--- config.mk ---
export PLATFORM = sky130hd
export DESIGN_NAME = slot_allocator
export DESIGN_NICKNAME = d
export VERILOG_FILES = /design/src/rtl/slot_allocator.sv
export SDC_FILE = /design/constraint.sdc
export NUM_CORES = 1
export LEC_CHECK = 0
export ABC_AREA = 0
export BUFFER_PORTS_ARGS = -buffer_cell sky130_fd_sc_hd__clkbuf_2
export CORE_MARGIN = 3
export CORE_UTILIZATION = 52
export DETAILED_ROUTE_END_ITERATION = 8
export GPL_ROUTABILITY_DRIVEN = 0
export HOLD_SLACK_MARGIN = 0.1
export PLACE_DENSITY = 0.85
export RECOVER_POWER = 50
export SLEW_MARGIN = 20
export SYNTH_ARGS = -nofsm -noshare
export SYNTH_HDL_FRONTEND = slang
export SYNTH_HIERARCHICAL = 1
export SYNTH_SLANG_ARGS = --single-unit
--- constraint.sdc ---
create_clock -name i_clk -period 5.9 [get_ports i_clk]
set_input_delay 0 -clock i_clk [delete_from_list [all_inputs] [get_ports i_clk]]
set_output_delay 0 -clock i_clk [all_outputs]
set_load 0.01 [all_outputs]
--- src/rtl/slot_allocator.sv ---
// Lowest-free-slot allocator over a NUM_SLOTS occupancy bitmap, with a one_detector front end.
// Define SLOT_ALLOC_ERR_CHK_EN to add the sticky o_err misuse flag.

module one_detector #(
  parameter int WIDTH = 8,
  parameter int IDX_W = $clog2(WIDTH)
) (
  input  logic [WIDTH-1:0] i_in_vec,
  output logic [IDX_W-1:0] o_idx,
  output logic             o_all_zero
);
  // Scan high to low so the lowest set bit is the last one written.
  always_comb begin
    o_idx      = '0;
    o_all_zero = 1'b1;
    for (int i = WIDTH - 1; i >= 0; i--) begin
      if (i_in_vec[i]) begin
        o_idx      = IDX_W'(i);
        o_all_zero = 1'b0;
      end
    end
  end
endmodule

module slot_allocator #(
  parameter int NUM_SLOTS = 8,
  parameter int IDX_W     = $clog2(NUM_SLOTS),
  parameter int CNT_W     = $clog2(NUM_SLOTS + 1)
) (
  input  logic             i_clk,
  input  logic             i_rst,
  input  logic             i_flush,
  input  logic             i_alloc_req,
  output logic             o_alloc_rdy,
  output logic [IDX_W-1:0] o_alloc_idx,
  input  logic             i_free_vld,
  input  logic [IDX_W-1:0] i_free_idx,
  output logic [CNT_W-1:0] o_free_cnt,
  output logic             o_full
`ifdef SLOT_ALLOC_ERR_CHK_EN
  ,
  output logic             o_err
`endif
);
  logic [NUM_SLOTS-1:0] free_vec, free_oh, alloc_oh, vec_nxt;
  logic                 all_zero, alloc_fire, idx_ok, eff_free;
  logic [CNT_W-1:0]     cnt_nxt;

  one_detector #(.WIDTH(NUM_SLOTS), .IDX_W(IDX_W)) u_det (
    .i_in_vec  (free_vec),
    .o_idx     (o_alloc_idx),
    .o_all_zero(all_zero)
  );

  assign o_alloc_rdy = ~all_zero;
  assign alloc_fire  = i_alloc_req & o_alloc_rdy;
  assign idx_ok      = 32'(i_free_idx) < 32'(NUM_SLOTS);

  // One-hot views keep out-of-range indices from ever touching the bitmap.
  assign free_oh  = (i_free_vld && idx_ok) ? (NUM_SLOTS'(1) << i_free_idx) : '0;
  assign alloc_oh = alloc_fire ? (NUM_SLOTS'(1) << o_alloc_idx) : '0;
  assign eff_free = |(free_oh & ~free_vec & ~alloc_oh);
  assign vec_nxt  = (free_vec | free_oh) & ~alloc_oh;
  assign cnt_nxt  = o_free_cnt + CNT_W'(eff_free) - CNT_W'(alloc_fire);

  always_ff @(posedge i_clk or posedge i_rst) begin
    if (i_rst) begin
      free_vec   <= '1;
      o_free_cnt <= CNT_W'(NUM_SLOTS);
      o_full     <= 1'b0;
    end else if (i_flush) begin
      free_vec   <= '1;
      o_free_cnt <= CNT_W'(NUM_SLOTS);
      o_full     <= 1'b0;
    end else begin
      free_vec   <= vec_nxt;
      o_free_cnt <= cnt_nxt;
      o_full     <= (cnt_nxt == '0);
    end
  end

`ifdef SLOT_ALLOC_ERR_CHK_EN
  logic misuse;
  assign misuse = i_free_vld & (~idx_ok | (|(free_oh & free_vec)));

  always_ff @(posedge i_clk or posedge i_rst) begin
    if (i_rst)                   o_err <= 1'b0;
    else if (!i_flush && misuse) o_err <= 1'b1;
  end
`endif
endmodule
* Yosys cells after proc, flatten, opt, wreduce, memory -nomap -nowiden
Cells that the tools add are included.
** Storage, ports and cells
- Logic and storage cells :: 38
- Register bits after elaboration :: 13
** Cells by class
- Shift-type cells :: 2
- Bitwise gates (word level) :: 8
- Multiplexer cells :: 21
- Reduce and logical (&&, ||, !) cells :: 2
- Add/sub/neg operators :: 2
** Operators by type and width (count)
- $and A8 B8 Y8 :: 3
- $mux W3 :: 8
- $mux W8 :: 3
- $not A8 Y8 :: 2
- $shl A1 B3 Y8 const A :: 2
- $mux W1 :: 9
- $or A8 B8 Y8 :: 1
- $reduce_or A8 Y1 :: 1
- $add A4 B1 Y4 :: 1
- $logic_not A4 Y1 :: 1
- $mux W4 :: 1
- $sub A4 B1 Y4 :: 1
- $and A1 B1 Y1 :: 1
- $not A1 Y1 :: 1

* Depth between registers and ports, before layout
Gate-level depths: netlist (run 1).
- Depth after elaboration :: 18
- Depth in mapped cells :: 16
- Mapped depth without buffers :: 15

* Cells and area by module
The synthesis (run 1) kept the hierarchy.
** Modules (own cells, without submodules)
- slot_allocator :: area an instance 917.1 µm², cells each 99, instances 1, seq. area each 336.6 µm²
- one_detector :: area an instance 86.3 µm², cells each 14, instances 1, seq. area each 0.0 µm²

* Worst setup path before layout (run 1)
Ideal clock, no wire load.
- Path type :: register to register
- Start :: register free_vec[7]
- End :: register o_full
- Library setup time :: 0.086 ns
- Path buffers :: 0
- Path slack :: 2.724 ns
- Stages on the path, launching flop included :: 15
- Clock period less this slack :: 3.176 ns
- Data arrival time :: 3.090 ns
- Data required time :: 5.814 ns
- Cells stage by stage :: dfstp_2 -> o21ai_1 -> a21boi_1 -> nor4bb_2 -> a2111oi_1 -> nor2_1 -> and4_1 -> ha_1 -> inv_1 -> ha_1 -> inv_1 -> fa_1 -> xor2_1 -> nand3b_1 -> nor3_1
** Between the ends
- Elaborated cells between the ends (all ways) :: 29
- Those cells by class :: add/sub: 2; shift: 1; mux: 18; bitwise: 6; reduce/logical: 2
** RTL lines
- from (decl) :: RTL line 45 : logic [NUM_SLOTS-1:0] free_vec, free_oh, alloc_oh, vec_nxt;
- from (signal assigned) :: RTL line 76 : free_vec <= vec_nxt;
- $mux W3 (8 in series) :: RTL line 17 : if (i_in_vec[i]) begin
- net o_alloc_idx[1] :: RTL line 35 : output logic [IDX_W-1:0] o_alloc_idx,
- $shl A1 B3 Y8 :: RTL line 61 : assign alloc_oh = alloc_fire ? (NUM_SLOTS'(1) << o_alloc_idx) : '0;
- $mux W8 :: RTL line 61
- $not A8 Y8 :: RTL line 62 : assign eff_free = |(free_oh & ~free_vec & ~alloc_oh);
- $and A8 B8 Y8 :: RTL line 62
- $reduce_or A8 Y1 :: RTL line 62
- $add A4 B1 Y4 :: RTL line 64 : assign cnt_nxt = o_free_cnt + CNT_W'(eff_free) - CNT_W'(alloc_fire);
- $sub A4 B1 Y4 :: RTL line 64
- $logic_not A4 Y1 :: RTL line 78 : o_full <= (cnt_nxt == '0);
- $mux W1 :: RTL line 71 : end else if (i_flush) begin
- to (signal assigned) :: RTL line 78
- to (decl) :: RTL line 39 : output logic o_full
The timed path passes the listed nets, and every way through them passes these cells.

* Worst setup path after layout (run 1)
- Start :: register free_vec[7]
- End :: register o_full
** Between the ends
- Word-level cells in the longest chain between the ends :: 18
- Elaborated cells between the ends (all ways) :: 29
- Those cells by class :: add/sub: 2; shift: 1; mux: 18; bitwise: 6; reduce/logical: 2
** Ends and longest elaborated chain
- $mux W1 (8 in series) :: RTL line 17
- $not A1 Y1 :: RTL line 55 : assign o_alloc_rdy = ~all_zero;
- $and A1 B1 Y1 :: RTL line 56 : assign alloc_fire = i_alloc_req & o_alloc_rdy;
- $mux W8 :: RTL line 61
- $not A8 Y8 :: RTL line 62
- $and A8 B8 Y8 :: RTL line 62
- $reduce_or A8 Y1 :: RTL line 62
- $add A4 B1 Y4 :: RTL line 64
- $sub A4 B1 Y4 * :: RTL line 64
- $logic_not A4 Y1 * :: RTL line 78
- $mux W1 * :: RTL line 71
Every way passes the cells marked *; elsewhere a longest branch is shown, timed or not.

==> flow_summary_export.csv, run 1 <==
group,metric,value,unit
logic_synthesis,netlist_area,1000,sq um
cts,cts.reportedPaths.clkPinSlew,0.09,ns
layout,antenna_cells,0,
logic_synthesis,synth_ff_type,"dfstp_2",
worst_hold_path,hold_path_class,"in -> reg",
global_route,grt-ovfl-total,0,
layout,drive_gt1_share,23.5,%
logic_synthesis,synth-xor-area-share,2.62,%
placed_design,pre_cts_slack,2.01,ns
worst_hold_path,worstHoldPathCells,5,
logic_synthesis,synth.distinct_cells,42,
layout,num-nets-final,146,
cts,htree_levels,1,
placed_design,placed_area,1100,sq um
outcome,outcome,"completed",
timing,tightestPinTransition,1.03,ns
power_and_ir_drop,powerDensity,228,nW/um^2
power_and_ir_drop,p_leak,0.453,nW
worst_setup_path,r2r-start,"free_vec[7]$_DFF_PP1_",
worst_setup_path,reg2reg_setup_slack,1.97,ns
logic_synthesis,synth-compound-area-share,19.6,%
floorplanning,fp-row-count,15,
logic_synthesis,ys_ff_latch,13,
worst_setup_path,crit_required,6.11,ns
layout,syn2layout_area_growth,13.7,%
layout,final_common_cell,"nor2_1",
power_and_ir_drop,peakVddDrop,218,uV
cts,clock_sinks,13,
logic_synthesis,synth_edf_count,0,
detailed_routing,dr.first_iter.drc_count,16,
worst_setup_path,slowest_stage,"o41ai_2",
cts,cts_tree,"done",
layout,stdcell_area,1140,sq um
cts,cts_hold_buffers,2,
logic_synthesis,synth-adder-area-share,6.98,%
global_route,grt_pass1_wl,3.86,mm
layout,final_cell_mix,"nor2_1, clkbuf_2, inv_1, nand2b_1, dfstp_2",
worst_setup_path,cp_max_fo,10,
timing,hold_slack,0.117,ns
floorplanning,die_w,49.9,um
power_and_ir_drop,p_total,0.260,mW
floorplanning,ios,17,
logic_synthesis,synth-simple-area-share,31.9,%
floorplanning,dieArea,2490,sq um
timing,max_freq,255,MHz
logic_synthesis,syn_nets,126,
global_route,grt_max_degree,14,
detailed_routing,vias,891,
logic_synthesis,synthArstFlopShare,100,%
worst_hold_path,min_from,"i_free_idx[1]",
timing,clock_skew,0.00402,ns
worst_setup_path,path_cells,"a21oi_1, o41ai_2, clkinv_1, a211oi_1, nor2_1, and4_1, ha_1, inv_1, ha_1, inv_1, fa_1, xor2_1, nand3b_1, nor3_1",
detailed_routing,wl_per_cell,13.7,um
worst_setup_path,timing.rr.end,"o_full$_DFF_PP0_",
job,maxCapViolations,0,
worst_setup_path,crit_path_end_kind,"flop",
detailed_routing,drc,0,
global_route,grt_usage,20.4,%
detailed_routing,drtAntennaViolNets,0,
detailed_routing,viasPerCell,5.68,
timing,slew-limit-headroom,30.4,%
logic_synthesis,syn_avg_cell_area,8.88,sq um
timing,finalCritPeriodShare,66.6,%
placed_design,dp.cells,151,
logic_synthesis,synth_top_family_by_area,"simple AND/OR/NAND/NOR gates",
timing,fin_ws,1.97,ns
cts,cts_resized,0,
worst_setup_path,path_class,"reg -> reg",
timing,tns,0,ns
global_route,grt_pass1_vias,885,
worst_setup_path,slowest_delay,0.82,ns
logic_synthesis,ys_seq_area_share,33.5,%
timing,drv_slew,0,
layout,utilization,64.0,%
detailed_routing,drt_pass1_iterations,4,
timing,finalSetupViolations,0,
global_route,antenna_found_initial,0,
layout,finalNonFillerCells,157,
cts,clock_latency,0.29,ns
layout,n_fill_cell,152,
floorplanning,coreArea,1780,sq um
worst_hold_path,hold_path_end,"free_vec[6]$_DFF_PP1_",
cts,clockBufferDepth,2,
cts,postCtsSetupRepairBufs,0,
cts,cts-root-buf,"clkbuf_4",
placed_design,dpl.hpwl,1.69,mm
timing,rsz0062_at_grt,"false",
logic_synthesis,yosys_warnings,6,
worst_setup_path,critPathLaunchType,"flop",
logic_synthesis,synthMuxAreaShare,0,%
logic_synthesis,syn_inst,113,
timing,fin_crit,3.93,ns
worst_setup_path,r2r_cells,14,
placed_design,portBuffers,16,
worst_setup_path,crit_arrival,4.13,ns
timing,hold_violations,0,
floorplanning,chipHeight,49.9,um
detailed_routing,routed_wl,2.16,mm
floorplanning,initial_utilization,56.3,%
cts,cts-buffers-inserted,3,
## Yosys cell counts (all sizes together), types with 2 or more instances
library cell / n / share of area (%)
o21bai: 2 / 1.5
a22oi: 2 / 1.5
ha: 4 / 5.0
and4: 2 / 1.7
nand2: 5 / 1.9
a21oi: 3 / 1.5
xnor2: 2 / 1.7
nand3: 4 / 2.0
buf: 2 / 1.2
a2111oi: 2 / 3.7
a21o: 2 / 1.5
nor2b: 4 / 2.5
nor3: 5 / 2.5
and2: 2 / 1.2
nand2b: 9 / 5.6
dfstp: 9 / 24
or2: 3 / 2.1
inv: 9 / 3.4
o21ai: 7 / 3.5
dfrtp: 4 / 10
nor2: 15 / 5.9
## worst max-delay path, delay by kind of cell (launching register included)
family / cells / cell delay [ns]
buf+inv: 3 / 0.54
compound gates: 3 / 1.21
xor+xnor: 1 / 0.21
fa+ha+maj: 3 / 0.78
simple gates: 4 / 0.50
flops: 1 / 0.58
## layout make-up
cell class	count	area, sq um	area share, %
Multi-Input combinational cell	87	613	53.7
Tap cell	25	31.3	2.74
Inverter	10	37.5	3.29
Timing Repair Buffer	18	95.1	8.33
Clock inverter	1	5.00	0.439
Clock buffer	3	22.5	1.97
Sequential cell	13	337	29.5
## worst max-delay path by stage
stage	slack, ns	depth (start not counted)	endpoint	start
after floorplan	2.72	14	o_full$_DFF_PP0_	free_vec[7]$_DFF_PP1_
after global placement	2.13	14	o_full$_DFF_PP0_	free_vec[7]$_DFF_PP1_
after detailed placement	2.01	14	o_full$_DFF_PP0_	free_vec[7]$_DFF_PP1_
after CTS	2.02	14	o_full$_DFF_PP0_	free_vec[7]$_DFF_PP1_
after global routing	1.71	14	o_full$_DFF_PP0_	free_vec[7]$_DFF_PP1_
final	1.97	14	o_full$_DFF_PP0_	free_vec[7]$_DFF_PP1_
## flip-flops by register name (all words and copies together) (netlist names)
register,cells
o_free_cnt,4
free_vec,8
o_full,1
## per-layer routing
layer | up-vias | global-route usage (%) | routed length, um
li1 | 433 | - | -
met1 | 419 | 26.9 | 973
met2 | 34 | 33.3 | 1020
met3 | 5 | 3.93 | 129
met4 | 0 | 6.91 | 34
met5 | - | 0 | 0
## power by group
part,switching [mW],internal (mW)
registers,0.0103,0.103
logic,0.0492,0.0389
clock network,0.0339,0.0252
## kinds of logic (layout without fill, tap and decap cells)
| group | count (synthesis) | count (layout) |
|---|---|---|
| fa+ha+maj | 5 | 5 |
| flops | 13 | 13 |
| compound gates | 25 | 25 |
| buf+inv | 13 | 32 |
| simple gates | 54 | 54 |
| xor+xnor | 3 | 3 |
No activity file was read; power rests on OpenSTA's default activity.
==> inputs of run 2 (changes only) <==
clock period = 3.8 ns   (was 5.9 ns; I/O delays follow)
==> flow_summary_export.csv, run 2 (synthesized netlist as in run 1, its figures left out) <==
group,metric,value,unit
timing,rsz0062_at_grt,"false",
cts,postCtsSetupRepairBufs,0,
power_and_ir_drop,pwr-share-clk,21.6,%
power_and_ir_drop,p_total,0.400,mW
global_route,grt_usage,19.5,%
worst_setup_path,critPathLaunchType,"flop",
timing,slew-limit-headroom,66.3,%
worst_setup_path,crit_path_end_kind,"flop",
worst_setup_path,cp_max_fo,5,
placed_design,portBuffers,16,
timing,clock_skew,0.00563,ns
power_and_ir_drop,peakVddDrop,344,uV
timing,fin_crit,3.44,ns
layout,largest-register,"free_vec",
power_and_ir_drop,p_leak,0.456,nW
worst_hold_path,hold_path_class,"in -> reg",
power_and_ir_drop,p_switching,0.137,mW
floorplanning,initial_utilization,56.3,%
cts,htree_levels,1,
floorplanning,coreArea,1780,sq um
outcome,outcome,"completed",
cts,cts_resized,0,
timing,max_freq,291,MHz
cts,clock_sinks,13,
floorplanning,ios,17,
layout,antenna_cells,0,
floorplanning,dieArea,2490,sq um
cts,clockBufferDepth,2,
detailed_routing,drt_pass1_iterations,4,
detailed_routing,dr.first_iter.drc_count,48,
detailed_routing,wl_per_cell,13.9,um
floorplanning,fp-row-count,15,
detailed_routing,drtAntennaViolNets,0,
layout,multi_input_area,613,sq um
global_route,grt_max_degree,14,
power_and_ir_drop,pwr-share-seq,43.7,%
power_and_ir_drop,swShare,34.4,%
job,maxCapViolations,0,
floorplanning,die_w,49.9,um
layout,num-nets-final,147,
cts,cts_tree,"done",
worst_setup_path,crit_required,4.00,ns
global_route,grt_pass1_vias,865,
detailed_routing,vias,923,
cts,clock_latency,0.28,ns
layout,largest_reg_flops,8,
layout,final_common_cell,"nor2_1",
timing,tightestPinTransition,0.504,ns
placed_design,dpl.hpwl,1.72,mm
worst_setup_path,path_class,"reg -> reg",
timing,hold_violations,0,
layout,drive_gt1_share,23.3,%
detailed_routing,viasPerCell,5.84,
detailed_routing,drc,0,
layout,syn2layout_area_growth,14.3,%
timing,drv_slew,0,
power_and_ir_drop,powerDensity,349,nW/um^2
cts,cts-buffers-inserted,3,
layout,n_fill_cell,144,
layout,ff_latch_area,337,sq um
layout,final_cell_mix,"nor2_1, clkbuf_2, inv_1, nand2b_1, dfstp_2",
global_route,antenna_found_initial,0,
timing,finalSetupViolations,0,
global_route,grt_pass1_wl,3.77,mm
global_route,grt-ovfl-total,0,
cts,cts_hold_buffers,2,
floorplanning,chipHeight,49.9,um
cts,cts-root-buf,"clkbuf_4",
power_and_ir_drop,power.internal,0.263,mW
timing,tns,0,ns
timing,finalCritPeriodShare,90.5,%
cts,cts.reportedPaths.clkPinSlew,0.08,ns
worst_setup_path,crit_arrival,3.64,ns
layout,top_regs,"free_vec (8), o_free_cnt (4), o_full (1)",
power_and_ir_drop,power_frac_comb,34.7,%
detailed_routing,routed_wl,2.20,mm
-- run 2: cell count changes in the layout (fill, tap and decap cells not counted), sizes merged --
cell / change
buf: +1
clkbuf: +1
clkinv: -1
-- run 2: worst paths after layout --
| kind | from | endpoint | slack, ns | depth (start not counted) |
|---|---|---|---|---|
| min reg2reg | free_vec[3]$_DFF_PP1_ | free_vec[3]$_DFF_PP1_ | 0.57 | 2 |
| max | free_vec[4]$_DFF_PP1_ | o_full$_DFF_PP0_ | 0.36 | 14 |
| min in group asynchronous | i_rst | o_full$_DFF_PP0_ | 0.27 | 3 |
| max in group asynchronous | i_rst | free_vec[4]$_DFF_PP1_ | 3.17 | 3 |
| max reg2reg | free_vec[4]$_DFF_PP1_ | o_full$_DFF_PP0_ | 0.36 | 14 |
| min | i_free_idx[1] | free_vec[6]$_DFF_PP1_ | 0.16 | 5 |
-- run 2: power groups by stage --
| stage | Sequential, mW | Combinational [mW] | Clock [mW] |
|---|---|---|---|
| final | 0.175 | 0.139 | 0.0863 |
| after global routing | 0.179 | 0.153 | 0.0960 |
| after CTS | 0.175 | 0.144 | 0.0906 |
| after detailed placement | 0.177 | 0.141 | 0 |
| after global placement | 0.176 | 0.133 | 0 |
| after floorplan | 0.182 | 0.0921 | 0 |
-- run 2: cell type report --
type	instances	area share (%)
inverters	10	3.27
multi-input cells	87	53.4
clock buffers	4	2.29
well taps	25	2.73
flip-flops and latches	13	29.3
repair buffers	19	8.94
-- run 2: stage by stage --
stage	std cells	setup slack, ns	util, %	hold slack (ns)	area, sq um
finish	158	0.363	64.4	0.158	1150
global route	158	0.0527	64.4	0.200	1150
CTS	158	0.398	64.6	0.147	1150
detailed placement	152	0.393	62.0	0.0384	1110
global placement	152	0.590	62.0	0.0221	1110
floorplan	113	0.624	-	-0.129	1000
-- run 2: worst max-delay path, stage by stage (launching register included) --
cell and delay, ns:
dfstp_2 0.60, nor2_2 0.06, a21oi_1 0.38, nor4bb_2 0.50, a2111oi_1 0.17, nor2_1 0.13, and4_1 0.20, ha_1 0.22
inv_1 0.05, ha_1 0.14, inv_1 0.06, fa_1 0.38, xor2_1 0.22, nand3b_1 0.10, nor3_1 0.14
-- run 2: routing by layer --
metal  global-route usage, %  up-vias  part of all wire [%]
li1                        -      438                     -
met1                    23.1      429                    42
met2                    33.9       45                    48
met3                    6.34       11                   7.8
met4                    4.61        0                   2.3
met5                       0        -                     0
==> inputs of run 3 (changes only) <==
CORE_UTILIZATION = 54   (was 52)
PLACE_DENSITY = 0.77   (was 0.85)
==> flow_summary_export.csv, run 3 (synthesized netlist as in run 1, its figures left out) <==
group,metric,value,unit
outcome,outcome,"completed",
worst_setup_path,cp_max_fo,6,
power_and_ir_drop,peakVddDrop,351,uV
cts,cts.reportedPaths.clkPinSlew,0.08,ns
layout,largest_reg_flops,8,
power_and_ir_drop,powerDensity,356,nW/um^2
placed_design,portBuffers,16,
global_route,grt-ovfl-total,0,
detailed_routing,drtAntennaViolNets,0,
timing,tightestPinTransition,0.526,ns
layout,final_cell_mix,"nor2_1, clkbuf_2, inv_1, nand2b_1, dfstp_2",
layout,drive_gt1_share,23.3,%
detailed_routing,drt_pass1_iterations,4,
cts,clock_sinks,13,
worst_hold_path,hold_path_class,"in -> reg",
detailed_routing,drc,0,
worst_setup_path,critPathLaunchType,"flop",
global_route,grt_max_degree,14,
cts,htree_levels,1,
floorplanning,coreArea,1630,sq um
worst_setup_path,crit_path_end_kind,"flop",
timing,clock_skew,0.00375,ns
floorplanning,fp-row-count,14,
global_route,grt_pass1_vias,943,
detailed_routing,dr.first_iter.drc_count,11,
detailed_routing,viasPerCell,5.76,
worst_setup_path,path_class,"reg -> reg",
timing,fin_crit,3.38,ns
detailed_routing,wl_per_cell,14.9,um
timing,hold_violations,0,
cts,cts_hold_buffers,2,
layout,top_regs,"free_vec (8), o_free_cnt (4), o_full (1)",
cts,clockBufferDepth,2,
layout,final_common_cell,"nor2_1",
placed_design,pre_cts_slack,0.405,ns
layout,syn2layout_area_growth,14.2,%
floorplanning,dieArea,2410,sq um
cts,clock_latency,0.28,ns
worst_setup_path,crit_arrival,3.59,ns
timing,rsz0062_at_grt,"false",
timing,tns,0,ns
global_route,antenna_found_initial,0,
timing,fin_ws,0.422,ns
floorplanning,chipHeight,49.1,um
timing,finalCritPeriodShare,88.9,%
cts,cts_tree,"done",
worst_setup_path,crit_required,4.01,ns
layout,largest-register,"free_vec",
layout,num-nets-final,147,
timing,finalSetupViolations,0,
cts,cts-root-buf,"clkbuf_4",
global_route,grt_usage,22.2,%
cts,cts-buffers-inserted,3,
cts,postCtsSetupRepairBufs,0,
floorplanning,die_w,49.1,um
power_and_ir_drop,p_leak,0.456,nW
timing,max_freq,296,MHz
job,maxCapViolations,0,
cts,cts_resized,0,
placed_design,dpl.hpwl,1.79,mm
layout,antenna_cells,0,
timing,slew-limit-headroom,64.8,%
power_and_ir_drop,p_total,0.408,mW
floorplanning,ios,17,
floorplanning,initial_utilization,61.6,%
detailed_routing,vias,905,
timing,drv_slew,0,
detailed_routing,routed_wl,2.35,mm
global_route,grt_pass1_wl,4.23,mm
[run 3: routing by layer]
metal  wire [um]  up-vias  part of all wire [%]  GRT usage [%]
met2        1110       22                    47           35.7
met5           0        -                     0              0
met1        1080      438                    46           28.2
li1            -      440                     -              -
met3         135        5                   5.8           6.73
met4          21        0                  0.90           7.11
[run 3: worst paths after layout]
kind                                        from                    end  cells past startpoint  slack (ns)
max in group asynchronous                  i_rst  free_vec[2]$_DFF_PP1_                      3        3.17
hold / removal                     i_free_idx[1]  free_vec[6]$_DFF_PP1_                      5        0.16
setup / recovery           free_vec[7]$_DFF_PP1_       o_full$_DFF_PP0_                     14        0.42
min in group asynchronous                  i_rst       o_full$_DFF_PP0_                      3        0.27
hold reg to reg            free_vec[0]$_DFF_PP1_  free_vec[0]$_DFF_PP1_                      2        0.56
setup reg to reg           free_vec[7]$_DFF_PP1_       o_full$_DFF_PP0_                     14        0.42
[run 3: power by group]
group / internal, mW / switching [mW]
combinational: 0.0621 / 0.0829
clock: 0.0408 / 0.0472
sequential: 0.160 / 0.0151
[run 3: metrics by stage]
stage / instance area, sq um / instances / hold slack [ns] / util, %
6_report: 1150 / 157 / 0.158 / 70.4
5_1_grt: 1150 / 157 / 0.205 / 70.4
4_1_cts: 1150 / 157 / 0.159 / 70.7
3_5_place_dp: 1100 / 151 / 0.0351 / 67.8
3_3_place_gp: 1100 / 151 / 0.0263 / 67.8
2_1_floorplan: 1000 / 113 / -0.129 / -
[run 3: critical path, cell delays in order (launching register included)]
cell	delay, ns
dfstp_2	0.58
o21ai_1	0.08
a21boi_1	0.43
nor4bb_2	0.16
a2111oi_1	0.46
nor2_1	0.07
and4_1	0.20
ha_1	0.27
inv_1	0.05
ha_1	0.15
inv_1	0.06
fa_1	0.38
xor2_1	0.20
nand3b_1	0.09
nor3_1	0.13
[run 3: area by class of cell]
class | count | area, sq um
sequential | 13 | 337
timing repair buffer | 19 | 103
fill | 153 | 483
tap | 24 | 30.0
inverter | 10 | 37.5
multi-input combinational | 87 | 613
clock buffer | 4 | 26.3
